**config.mk**
```make
export PLATFORM = sky130hd
export DESIGN_NAME = instruction_loader
export DESIGN_NICKNAME = d
export VERILOG_FILES = /design/src/rtl/instruction_loader.sv
export SDC_FILE = /design/constraint.sdc
export NUM_CORES = 1
export LEC_CHECK = 0
export ABC_AREA = 1
export CORE_ASPECT_RATIO = 0.5
export CORE_MARGIN = 4
export CORE_UTILIZATION = 50
export CTS_BUF_LIST = sky130_fd_sc_hd__clkbuf_4 sky130_fd_sc_hd__clkbuf_8
export DETAILED_ROUTE_END_ITERATION = 6
export GPL_ROUTABILITY_DRIVEN = 0
export MAX_ROUTING_LAYER = met4
export PLACE_DENSITY_LB_ADDON = 0.15
export SYNTH_ARGS = -nofsm -noshare
export SYNTH_HDL_FRONTEND = slang
export SYNTH_SLANG_ARGS = --single-unit
```
**constraint.sdc**
```tcl
create_clock -name i_clk -period 2.44 [get_ports i_clk]
set_input_delay 0.244 -clock i_clk [delete_from_list [all_inputs] [get_ports i_clk]]
set_output_delay 0.244 -clock i_clk [all_outputs]
set_load 0.02 [all_outputs]
```
**src/rtl/instruction_loader.sv**
```systemverilog
// instruction_loader: assembles big-endian words from a UART byte stream into instruction memory, stalling the pipeline until a halt word lands
module instruction_loader #(
  parameter int NB_DATA = 32,
  parameter int NB_BYTE = 8,
  parameter int N_WORDS = 64,
  parameter int NB_WADDR = $clog2(N_WORDS),
  parameter logic [NB_DATA-1:0] HALT_WORD = 32'hFFFFFFFF
) (
  input  logic                i_clk,
  input  logic                i_reset,
  input  logic [NB_BYTE-1:0]  i_rx_data,
  input  logic                i_rx_valid,
  input  logic                i_start,
  output logic                o_imem_wr_en,
  output logic [NB_WADDR-1:0] o_imem_wr_addr,
  output logic [NB_DATA-1:0]  o_imem_wr_data,
  output logic                o_stall,
  output logic                o_busy,
  output logic                o_done,
  output logic                o_overflow,
  output logic [NB_WADDR:0]   o_word_count
);

  localparam int NB_CNT = $clog2(NB_DATA / NB_BYTE);
  localparam logic [NB_CNT-1:0] LAST_BYTE = NB_CNT'(NB_DATA / NB_BYTE - 1);
  localparam logic [NB_WADDR-1:0] LAST_ADDR = NB_WADDR'(N_WORDS - 1);

  typedef enum logic [2:0] {IDLE, RECV, WRITE, DONE, ERROR} state_t;

  state_t              r_state;
  logic [NB_CNT-1:0]   r_cnt;
  logic [NB_DATA-1:0]  r_word;
  logic [NB_WADDR-1:0] r_addr;
  logic                r_wr_en;
  logic [NB_WADDR-1:0] r_wr_addr;
  logic [NB_DATA-1:0]  r_wr_data;
  logic                r_stall;
  logic                r_busy;
  logic                r_done;
  logic                r_overflow;
  logic [NB_WADDR:0]   r_word_count;
  logic [NB_DATA-1:0]  w_next_word;

  assign w_next_word = {r_word[NB_DATA-NB_BYTE-1:0], i_rx_data};

  // Load FSM: byte assembly, one-cycle write pulse, halt/overflow termination
  always_ff @(posedge i_clk or negedge i_reset) begin
    if (!i_reset) begin
      r_state      <= IDLE;
      r_cnt        <= '0;
      r_word       <= '0;
      r_addr       <= '0;
      r_wr_en      <= 1'b0;
      r_wr_addr    <= '0;
      r_wr_data    <= '0;
      r_stall      <= 1'b1;
      r_busy       <= 1'b0;
      r_done       <= 1'b0;
      r_overflow   <= 1'b0;
      r_word_count <= '0;
    end else begin
      r_wr_en <= 1'b0;
      case (r_state)
        IDLE, DONE, ERROR: begin
          if (i_start) begin
            r_state      <= RECV;
            r_cnt        <= '0;
            r_word       <= '0;
            r_addr       <= '0;
            r_word_count <= '0;
            r_stall      <= 1'b1;
            r_busy       <= 1'b1;
            r_done       <= 1'b0;
            r_overflow   <= 1'b0;
          end
        end
        RECV: begin
          if (i_rx_valid) begin
            r_word <= w_next_word;
            r_cnt  <= r_cnt + 1'b1;
            if (r_cnt == LAST_BYTE) begin
              r_state   <= WRITE;
              r_wr_en   <= 1'b1;
              r_wr_addr <= r_addr;
              r_wr_data <= w_next_word;
            end
          end
        end
        WRITE: begin
          r_word_count <= r_word_count + 1'b1;
          if (r_wr_data == HALT_WORD) begin
            r_state <= DONE;
            r_stall <= 1'b0;
            r_done  <= 1'b1;
            r_busy  <= 1'b0;
          end else if (r_addr == LAST_ADDR) begin
            r_state    <= ERROR;
            r_overflow <= 1'b1;
            r_busy     <= 1'b0;
          end else begin
            r_state <= RECV;
            r_addr  <= r_addr + 1'b1;
            // a byte arriving during the write is byte 0 of the next word
            if (i_rx_valid) begin
              r_word <= w_next_word;
              r_cnt  <= r_cnt + 1'b1;
            end
          end
        end
        default: r_state <= IDLE;
      endcase
    end
  end

  assign o_imem_wr_en   = r_wr_en;
  assign o_imem_wr_addr = r_wr_addr;
  assign o_imem_wr_data = r_wr_data;
  assign o_stall        = r_stall;
  assign o_busy         = r_busy;
  assign o_done         = r_done;
  assign o_overflow     = r_overflow;
  assign o_word_count   = r_word_count;

endmodule

```
# Word-level counts from Yosys, hierarchy flattened
# Cells that the tools add are included.
# word_totals
register_bits,93
in_bits,12
output_inout_bits,50
wordCells,79
# classes
addsub,3
n_eq_ne,15
mux,37
reduce_logical,12
# op_table
operator,n
two-way mux 32 bit,4
case mux 32 bit (3 select lines),1
== test 32 bit (second input constant),1
two-way mux 6 bit,3
two-way mux 3 bit,5
!= test 2 bit (second input constant),7
case mux 7 bit (2 select lines),1
case mux 6 bit (2 select lines),1
AND reduction 3 bit,4
AND reduction 4 bit,3
two-way mux 1 bit,11
case mux 3 bit (3 select lines),1
two-way mux 2 bit,4
case mux 1 bit (2 select lines),4
adder 7 x 1 -> 7 bit (second input constant),1
two-way mux 7 bit,1
adder 6 x 1 -> 6 bit (second input constant),1
== test 3 x 2 -> 1 bit (second input constant),2
== test 6 bit (second input constant),1
case mux 2 bit (3 select lines),1
== test 3 x 1 -> 1 bit (second input constant),1
== test 3 bit (second input constant),1
logical NOT 3 bit,1
!= test 3 bit (second input constant),1
other kinds (6),6

# Longest topological paths before layout
# Gate-level depths: netlist of run 1.
# depth
word_depth,5
depth_mapped,10
mapped_depth_nobuf,10

# Worst setup path before layout of run 1
# OpenSTA, ideal clock, no wires.
# synth_path
path_type,reg2reg
start,reg r_addr[0]
end,reg r_word[10]
setup_ps,117
t_arrival_ps,1425
required_ps,2323
setup_slack_ps,898
stages_incl_launch_ff,11
n_path_buf,1
period_less_slack_ps,1542
cell_sequence,dfrtp_1 ha_1 nand2_1 nor2_1 nand3_1 nor2_4 nor2_8 nand3_4 buf_6 nand2_1 nand2_1
# synth_via
elab_chain_len,3
# synth_rtl
item,line,source
from (decl),33,logic [NB_WADDR-1:0] r_addr;
from (signal assigned),102,r_addr <= r_addr + 1'b1;
== test 6 bit,96,end else if (r_addr == LAST_ADDR) begin
!= test 2 bit (no line),-,
AND reduction 4 bit (no line),-,
to (signal assigned),79,r_word <= w_next_word;
to (signal assigned),105,r_word <= w_next_word;
to (decl),32,logic [NB_DATA-1:0] r_word;
# Every way passes these cells.
# A chain may end at the register's enable or synchronous reset.

# Worst setup path after layout of run 1
# layout_path
start,reg r_addr[0]
end,reg r_cnt[0]
# layout_via
elab_chain_len,3
# layout_rtl
item,line,source
== test 6 bit,96,
!= test 2 bit (no line),-,
AND reduction 4 bit (no line),-,
to (signal assigned),80,r_cnt <= r_cnt + 1'b1;
to (signal assigned),106,r_cnt <= r_cnt + 1'b1;
to (decl),31,logic [NB_CNT-1:0] r_cnt;
# Every way passes these cells.

==> impl_metrics.env, run 1 <==
export IMPL_outcome="completed"
export IMPL_vdd_ir_drop_max_uv=485
export IMPL_top_signal_layer_used="met4"
export IMPL_layout_worst_path_cycle_share=0.820
export IMPL_crit_path_max_incr_delay_ns=0.41
export IMPL_post_place_ws_ns=0.447
export IMPL_dominant_combinational_cell_family_by_area_after_synthesis="simple AND/OR/NAND/NOR gates"
export IMPL_clock_sink_count=85
export IMPL_hold_class="input port to register"
export IMPL_buffer_ports_inserted=61
export IMPL_antenna_found_initial=0
export IMPL_avgRoutedWirePerCell_um=13.2
export IMPL_htree_num_levels=3
export IMPL_flow_area_growth_from_synthesis_pct=22.8
export IMPL_synthFlopType="dfrtp_1"
export IMPL_routed_wl_met2_um=3430
export IMPL_stdcell_count=629
export IMPL_yosys_area_share_adder=0.00974
export IMPL_detail_route_wirelength_met1_um=4310
export IMPL_yosys_warnings=0
export IMPL_worst_tran_pin_value_ns=0.910
export IMPL_via_count_of_the_first_global_routing_pass=3021
export IMPL_vias=3163
export IMPL_grt_overflow_total=0
export IMPL_num_io_pins=62
export IMPL_postLayoutCoreUtil=0.639
export IMPL_routed_length_on_met3_um=438
export IMPL_cap_violations=0
export IMPL_dpl_cell_count=613
export IMPL_timing_critical_path_to_type="register"
export IMPL_worstPathRequired_ns=2.69
export IMPL_cts_post_setup_buffers_inserted=0
export IMPL_post_route_cells_drive_above_1_share=0.0619
export IMPL_grt_first_pass_wirelength_um=14400
export IMPL_cp_max_delay_cell="dfrtp_1"
export IMPL_max_slew_headroom=0.394
export IMPL_first_pass_iters=4
export IMPL_mappedNetlistNets=486
export IMPL_post_route_drc_count=0
export IMPL_mostFrequentLayoutCell="nand2_1"
export IMPL_synthArstFlopShare=1.00
export IMPL_placeableCoreArea_um2=7400
export IMPL_worst_skew_pair_late_latency_ns=0.36
export IMPL_final_hold_violation_count=0
export IMPL_synth_area_in_compound_gates=0.0737
export IMPL_timing_setup_tns_ns=0
export IMPL_synthXorXnorAreaFrac=0.00227
export IMPL_yosysUniqueCellTypes=29
export IMPL_synth_avg_cell_area_um2=8.18
export IMPL_seq_area_frac_synth=0.552
export IMPL_combined_area_of_all_synthesized_cells_um2=3850
export IMPL_detail_route_iter0_violations=220
export IMPL_dp_hpwl_um=5580
export IMPL_leakage_component_of_the_power_uw=0.00226
export IMPL_clock_tree_buffer_depth=2
export IMPL_report_final_setup_viol=0
export IMPL_cp_buffers_inverters=0
export IMPL_critical_path_max_fanout=27
export IMPL_grt_usage=0.200
export IMPL_synth_edff_count=0
export IMPL_layout_common_cells="nand2_1 (165), dfrtp_1 (84), clkdlybuf4s50_1 (60)"
export IMPL_series_of_cell_instances_along_the_critical_path="ha_1 -> nand2_1 -> nor2_1 -> nand3_1 -> nor2_4 -> nor2_8 -> nand3_4 -> nand2_1 -> nand2_1"
export IMPL_finClkSkew_ns=0.00576
export IMPL_clk_root_buffer_cell="clkbuf_8"
export IMPL_die_area_um2=9260
export IMPL_achievable_frequency_mhz=500
export IMPL_final_max_slew_violation_count=0
export IMPL_tritoncts_clock_tree="done"
export IMPL_critical_path_top_delay_family="simple AND/OR/NAND/NOR gates"
export IMPL_insertedDiodeCount=0
export IMPL_post_route_worst_setup_slack_ns=0.439
export IMPL_synthesis_instances=471
export IMPL_die_width_um=132
export IMPL_synth_seq_cells=85
export IMPL_setup_repair_after_global_routing_missed_its_margin="no"
export IMPL_post_cts_resized=0
export IMPL_numCtsBuffers=9
export IMPL_cts_hold_buffers_added=1
export IMPL_data_arrival_time_at_the_worst_slack_endpoint_ns=2.25
export IMPL_finalWorstPathRequiredPeriod_ns=2.00
export IMPL_critPathMostFrequentCell="nand2_1"
export IMPL_pin_count_of_the_biggest_net_entering_global_routing=66
export IMPL_drt_vias_per_instance=5.03
export IMPL_synth_mux_area_frac=0
export IMPL_layout_nets=544
export IMPL_postRouteAntennaNets=0
export IMPL_clock_edge_transition_at_the_registers_on_the_reported_setup_and_hold_paths_ns=0.08
export IMPL_setup_worst_path_class="register to register"
export IMPL_finalWirelength_um=8280
export IMPL_synth_simple_area_share=0.290
export IMPL_fillers=646
export IMPL_floorplan_initialDensity=0.520
export IMPL_power_per_cell_area_nw_per_um2=1080
export IMPL_number_of_placement_rows=22
export IMPL_whs_ns=0.456
export IMPL_crit_path_start_kind="register"
export IMPL_die_height_um=70.1
==> cells in the mapped netlist (3+ instances only) <==
cell type,number,area (um^2)
nand3_1,12,60.1
buf_2,11,55.1
o21ai_0,40,200
inv_2,3,11.3
nand4_1,27,169
nor2_1,48,180
inv_1,40,150
dfrtp_1,84,2100
a21oi_1,9,45.0
ha_1,3,37.5
clkbuf_1,8,30.0
nand2_1,165,619
==> worst register-to-register path, stage by stage (launching register included) <==
cell,delay (ns)
dfrtp_1,0.41
ha_1,0.21
nand2_1,0.10
nor2_1,0.06
nand3_1,0.14
nor2_4,0.07
nor2_8,0.35
nand3_4,0.34
nand2_1,0.15
nand2_1,0.06
==> sequential cells by signal, indices dropped and copies added, names as in the netlist <==
signal          count
o_busy              1
o_done              1
o_imem_wr_addr      6
o_imem_wr_data     32
o_imem_wr_en        1
o_overflow          1
o_stall             1
o_word_count        7
r_addr              6
r_cnt               2
r_state             3
r_word             24
==> cell families (layout without fill, tap and decap cells) <==
kind of cell / Yosys count / in the layout
fa+ha+maj: 3 / 3
compound gates: 55 / 55
xor+xnor: 1 / 1
flops: 85 / 85
buf+inv: 66 / 128
simple gates: 261 / 261
==> stage by stage <==
step / area (um^2) / power [uW]
floorplan: 3850 / 3380
global placement: 4520 / 4060
detailed placement: 4520 / 4090
CTS: 4730 / 5150
global route: 4730 / 5490
finish: 4730 / 5100
==> power breakdown <==
| group | internal [uW] | switching (uW) |
|---|---|---|
| sequential | 1780 | 284 |
| clock | 559 | 476 |
| combinational | 750 | 1250 |
| total | 3090 | 2010 |
==> worst paths after layout <==
| path | start | end | slack, ns | depth (start not counted) |
|---|---|---|---|---|
| worst max-delay path | r_addr[0] | r_cnt[0] | 0.44 | 9 |
| worst min-delay path | i_rx_data[0] | o_imem_wr_data[0] | 0.46 | 3 |
| worst max register to register | r_addr[0] | r_cnt[0] | 0.44 | 9 |
| worst min register to register | r_word[8] | r_word[8] | 0.48 | 2 |
| max in group asynchronous | i_reset | o_imem_wr_data[13] | 1.24 | 3 |
| min in group asynchronous | i_reset | o_word_count[6] | 0.48 | 2 |
==> area by class of cell <==
cell class | count | area [um^2] | area share
flip-flops and latches | 85 | 2130 | 0.450
multi-input cells | 320 | 1450 | 0.306
repair buffers | 68 | 663 | 0.140
clock buffers | 14 | 174 | 0.0367
inverters | 45 | 169 | 0.0357
well taps | 96 | 120 | 0.0254
clock inverters | 1 | 30.0 | 0.00634
==> per-layer routing <==
layer	track usage	up-vias
met5	-	-
li1	-	1623
met3	0.0683	10
met1	0.275	1463
met4	0.0629	0
met2	0.281	67
Power figures use the tool's default switching activity.
==> run 2: changes to the inputs <==
==> constraint.sdc (replaced) <==
create_clock -name i_clk -period 1.8 [get_ports i_clk]
set_input_delay 0.18 -clock i_clk [delete_from_list [all_inputs] [get_ports i_clk]]
set_output_delay 0.18 -clock i_clk [all_outputs]
set_load 0.02 [all_outputs]
==> run 2 against run 1 <==
Compared with the run above:
- critical path depth increased by 1
- critical endpoint is now r_word[12]
- global-route usage grew 0.99 points
- die area is the same
- worst setup slack worse by 0.35 ns
==> impl_metrics.env, run 2 (same netlist as run 1, synthesis figures left out) <==
export IMPL_grt_overflow_total=0
export IMPL_timing_setup_tns_ns=0
export IMPL_multi_input_area_um2=1570
export IMPL_leakage_component_of_the_power_uw=0.00239
export IMPL_floorplan_initialDensity=0.520
export IMPL_postRouteAntennaNets=0
export IMPL_cap_violations=0
export IMPL_worstPathRequired_ns=2.05
export IMPL_number_of_placement_rows=22
export IMPL_setup_worst_path_class="register to register"
export IMPL_placeableCoreArea_um2=7400
export IMPL_outcome="completed"
export IMPL_timing_critical_path_to_type="register"
export IMPL_dp_hpwl_um=6000
export IMPL_final_hold_violation_count=0
export IMPL_layout_common_cells="nand2_1 (162), dfrtp_1 (84), clkdlybuf4s50_1 (60)"
export IMPL_first_pass_iters=5
export IMPL_numCtsBuffers=9
export IMPL_register_area_um2=2130
export IMPL_num_io_pins=62
export IMPL_buffer_ports_inserted=61
export IMPL_post_route_drc_count=0
export IMPL_die_height_um=70.1
export IMPL_postLayoutCoreUtil=0.678
export IMPL_fillers=630
export IMPL_clock_sink_count=85
export IMPL_worst_skew_pair_late_latency_ns=0.36
export IMPL_grt_first_pass_wirelength_um=15200
export IMPL_avgRoutedWirePerCell_um=14.4
export IMPL_post_route_worst_setup_slack_ns=0.0894
export IMPL_clock_tree_buffer_depth=2
export IMPL_vias=3415
export IMPL_via_count_of_the_first_global_routing_pass=3159
export IMPL_flow_area_growth_from_synthesis_pct=30.3
export IMPL_insertedDiodeCount=0
export IMPL_vdd_ir_drop_max_uv=809
export IMPL_tritoncts_clock_tree="done"
export IMPL_max_slew_headroom=0.703
export IMPL_post_place_ws_ns=-0.187
export IMPL_critical_path_max_fanout=6
export IMPL_finalWirelength_um=9450
export IMPL_drt_vias_per_instance=5.21
export IMPL_clock_edge_transition_at_the_registers_on_the_reported_setup_and_hold_paths_ns=0.08
export IMPL_report_final_setup_viol=0
export IMPL_finClkSkew_ns=0.00734
export IMPL_grt_usage=0.210
export IMPL_worst_tran_pin_value_ns=0.444
export IMPL_power_per_cell_area_nw_per_um2=1460
export IMPL_placedInstanceArea_um2=4620
export IMPL_stdcell_area_um2=5020
export IMPL_pin_count_of_the_biggest_net_entering_global_routing=41
export IMPL_die_area_um2=9260
export IMPL_clk_root_buffer_cell="clkbuf_8"
export IMPL_antenna_found_initial=0
export IMPL_die_width_um=132
export IMPL_hold_class="input port to async pin"
export IMPL_largest_reg_flops=32
export IMPL_layout_worst_path_cycle_share=0.950
export IMPL_finalWorstPathRequiredPeriod_ns=1.71
export IMPL_final_max_slew_violation_count=0
export IMPL_detail_route_iter0_violations=231
export IMPL_achievable_frequency_mhz=585
export IMPL_htree_num_levels=3
export IMPL_data_arrival_time_at_the_worst_slack_endpoint_ns=1.96
export IMPL_layout_nets=570
export IMPL_whs_ns=0.280
export IMPL_post_route_cells_drive_above_1_share=0.122
export IMPL_crit_path_start_kind="register"
export IMPL_mostFrequentLayoutCell="nand2_1"
run 2: cell types whose count changed in the layout (fill, tap and decap cells not counted), moves of 4 or more:
cell / change
buf_12: +4
nand2_2: +4
nor2_4: +4
buf_4: +15
run 2: layer usage:
metal / GRT usage / vias to the layer above / wire, um
li1: - / 1670 / -
met1: 0.285 / 1633 / 4530
met2: 0.312 / 100 / 4290
met3: 0.0568 / 12 / 529
met4: 0.0629 / 0 / 100
met5: - / - / 0
run 2: worst paths after layout:
| check | startpoint | end | slack (ns) | cells past startpoint |
|---|---|---|---|---|
| max reg2reg | r_addr[0] | r_word[12] | 0.09 | 10 |
| min reg2reg | o_busy | o_busy | 0.47 | 2 |
| max | r_addr[0] | r_word[12] | 0.09 | 10 |
| min | i_reset | o_word_count[4] | 0.28 | 2 |
| max in group asynchronous | i_reset | o_stall | 0.92 | 3 |
| min in group i_clk | i_rx_data[0] | o_imem_wr_data[0] | 0.40 | 3 |
run 2: stage by stage:
stage	total power, uW	instances
after floorplan	4590	471
after global placement	5630	623
after detailed placement	5690	623
after CTS	7050	641
after global routing	7790	655
final	7310	655
run 2: worst max-delay path: stages, from the launching register on:
cell,delay [ns]
dfrtp_1,0.37
ha_2,0.19
nand2_2,0.09
nor2_4,0.12
nand3_2,0.11
nor2_4,0.19
buf_12,0.14
nor2_8,0.05
buf_4,0.17
nand4_1,0.09
nand2_1,0.07
run 2: final cells by class:
type	count	area share
repair buffers	88	0.173
inverters	45	0.0336
flip-flops and latches	85	0.424
clock inverters	2	0.00199
clock buffers	13	0.0319
multi-input cells	326	0.312
well taps	96	0.0239
run 2: power by group:
part | internal (uW) | switching [uW] | leakage (uW)
Sequential | 2410 | 384 | 0.00115
Clock | 574 | 652 | 0.0000935
Combinational | 1320 | 1970 | 0.00115
Total | 4310 | 3000 | 0.00239
run 2: timing repair:
| action | 4_1_cts | 5_1_grt |
|---|---|---|
| hold buffers | 1 | 0 |
| hold endpoints to repair | 28 | 0 |
| buffers inserted | 0 | 10 |
| cloned | 2 | 4 |
| setup endpoints to repair | 27 | 33 |
| resized for setup | 3 | 13 |
| pin swaps | 3 | 6 |
==> patch (settings of run 1) <==
Make the reset (`i_reset`) synchronous in one clocked block.
--- a/src/rtl/instruction_loader.sv
+++ b/src/rtl/instruction_loader.sv
@@ -46,3 +46,3 @@
   // Load FSM: byte assembly, one-cycle write pulse, halt/overflow termination
-  always_ff @(posedge i_clk or negedge i_reset) begin
+  always_ff @(posedge i_clk) begin
     if (!i_reset) begin
Behaviour: differs if i_reset is asserted again (counterexample within 4 cycles, from zero or initial values and one cycle with i_reset low); with i_reset held inactive, the same outputs for 10 cycles.
==> patch against run 1 <==
  * Design area shrank 3.2%
  * First-iteration DRC count increased by 24%
  * Area after synthesis fell by 4.2%
  * Wire length rose by 2.3%
  * Combinational power down 14%
  * Sequential cell count unchanged
  * Die area down 3.8%
  * Power shrank 11%
  * Setup slack got worse by 0.081 ns
==> patch: results <==
clocking:
  post_cts.repair.setup_buffers: 0
  cts_buffers: 9
  clock_path_buffers: 2
critical_path:
  r2r_slack_ns: 0.36
  crit_slowest_cell: "sky130_fd_sc_hd__dfxtp_1"
  critical_path.max_fanout: 44
  cp.arrival_ns: 2.35
  ff2ff_path_depth: 10
finish:
  drive_gt1_share_pct: 6.01
  num-nets-final: 610
global_routing:
  grt_pass1_vias: 2940
  grt_start_max_net_pins: 45
  globalRouteTotalUtil_pct: 20.4
  grt_first_pass_wirelength_mm: 13.7
sta:
  max_slew.worst_pin.slew_ns: 0.504
  finalClockSkew_ns: 0.0132
synth:
  ys_seq_area_share_pct: 46.1
  synth.distinct_cells: 27
  synthFlopType: "sky130_fd_sc_hd__dfxtp_1"
  mappedNetlistNets: 554
  synth.top_cells.by_count: "sky130_fd_sc_hd__nand2_1, sky130_fd_sc_hd__nor2_1, sky130_fd_sc_hd__dfxtp_1"
  netlist_top_cells_area: "sky130_fd_sc_hd__dfxtp_1, sky130_fd_sc_hd__nand2_1, sky130_fd_sc_hd__nor2_1"
power_and_ir_drop:
  ir_drop_uv: 586
  leakage_uw: 0.00194
route:
  vias_per_cell: 4.93
  drtIter0Drc: 273
placed_design:
  place.detailed.hpwl_mm: 5.88
run_status:
  outcome: "completed"
[patch: changes by cell type in the layout (fill, tap and decap cells not counted), moves of 3 or more]
cell / delta
sky130_fd_sc_hd__a21oi_1: +40
sky130_fd_sc_hd__buf_4: -3
sky130_fd_sc_hd__dfrtp_1: -84
sky130_fd_sc_hd__dfxtp_1: +85
sky130_fd_sc_hd__inv_1: +20
sky130_fd_sc_hd__nand2_1: -39
sky130_fd_sc_hd__nand4_1: -18
sky130_fd_sc_hd__nor2_1: +56
sky130_fd_sc_hd__o21ai_0: +8
[patch: layer usage]
| layer | wire length [um] | GRT usage, % |
|---|---|---|
| met5 | 0 | - |
| met4 | 74 | 4.53 |
| met3 | 467 | 7.00 |
| met2 | 3600 | 30.4 |
| met1 | 4340 | 27.0 |
[patch: worst paths after layout]
| path | from | endpoint |
|---|---|---|
| min | i_reset | r_addr[0] |
| min reg2reg | r_word[19] | o_imem_wr_data[27] |
| max | r_addr[0] | r_word[15] |
| max reg2reg | r_addr[0] | r_word[15] |
[patch: per-stage QoR]
step | cells | hold slack, ns | setup slack [ns] | cell area (sq um) | total power, uW
after floorplan | 539 | 0.379 | 0.780 | 3690 | 3190
after global placement | 676 | 0.442 | 0.468 | 4380 | 3470
after detailed placement | 676 | 0.452 | 0.389 | 4380 | 3520
after CTS | 691 | 0.223 | 0.361 | 4580 | 4540
after global routing | 691 | 0.224 | 0.0527 | 4580 | 4870
final | 691 | 0.242 | 0.358 | 4580 | 4520
[patch: cell families after synthesis]
family          count (synthesis)  synth area share (%)
fa+ha+maj                       3                  1.02
simple gates                  260                  28.9
buf+inv                        89                  9.79
flops                          85                  46.1
compound gates                102                  14.2
[patch: power by group]
group	total (uW)	leakage, uW	internal (uW)	switching, uW
combinational	1720	0.00115	555	1170
clock	1020	0.0000995	520	495
sequential	1780	0.000691	1650	130
total	4520	0.00194	2720	1790
[patch: final cells by class]
cell class	count	area [sq um]
inverters	67	251
clock inverters	3	46.3
flip-flops and latches	85	1700
repair buffers	67	676
clock buffers	12	153
fillers	612	2330
multi-input cells	365	1640
well taps	92	115
[patch: worst max-delay path, delay by kind of cell, from the launching register on]
kind | cells | cell delay [ns]
flip-flops | 1 | 0.41
AND/OR/NAND/NOR | 8 | 1.32
buffers and inverters | 1 | 0.07
adder cells (fa/ha/maj) | 1 | 0.19
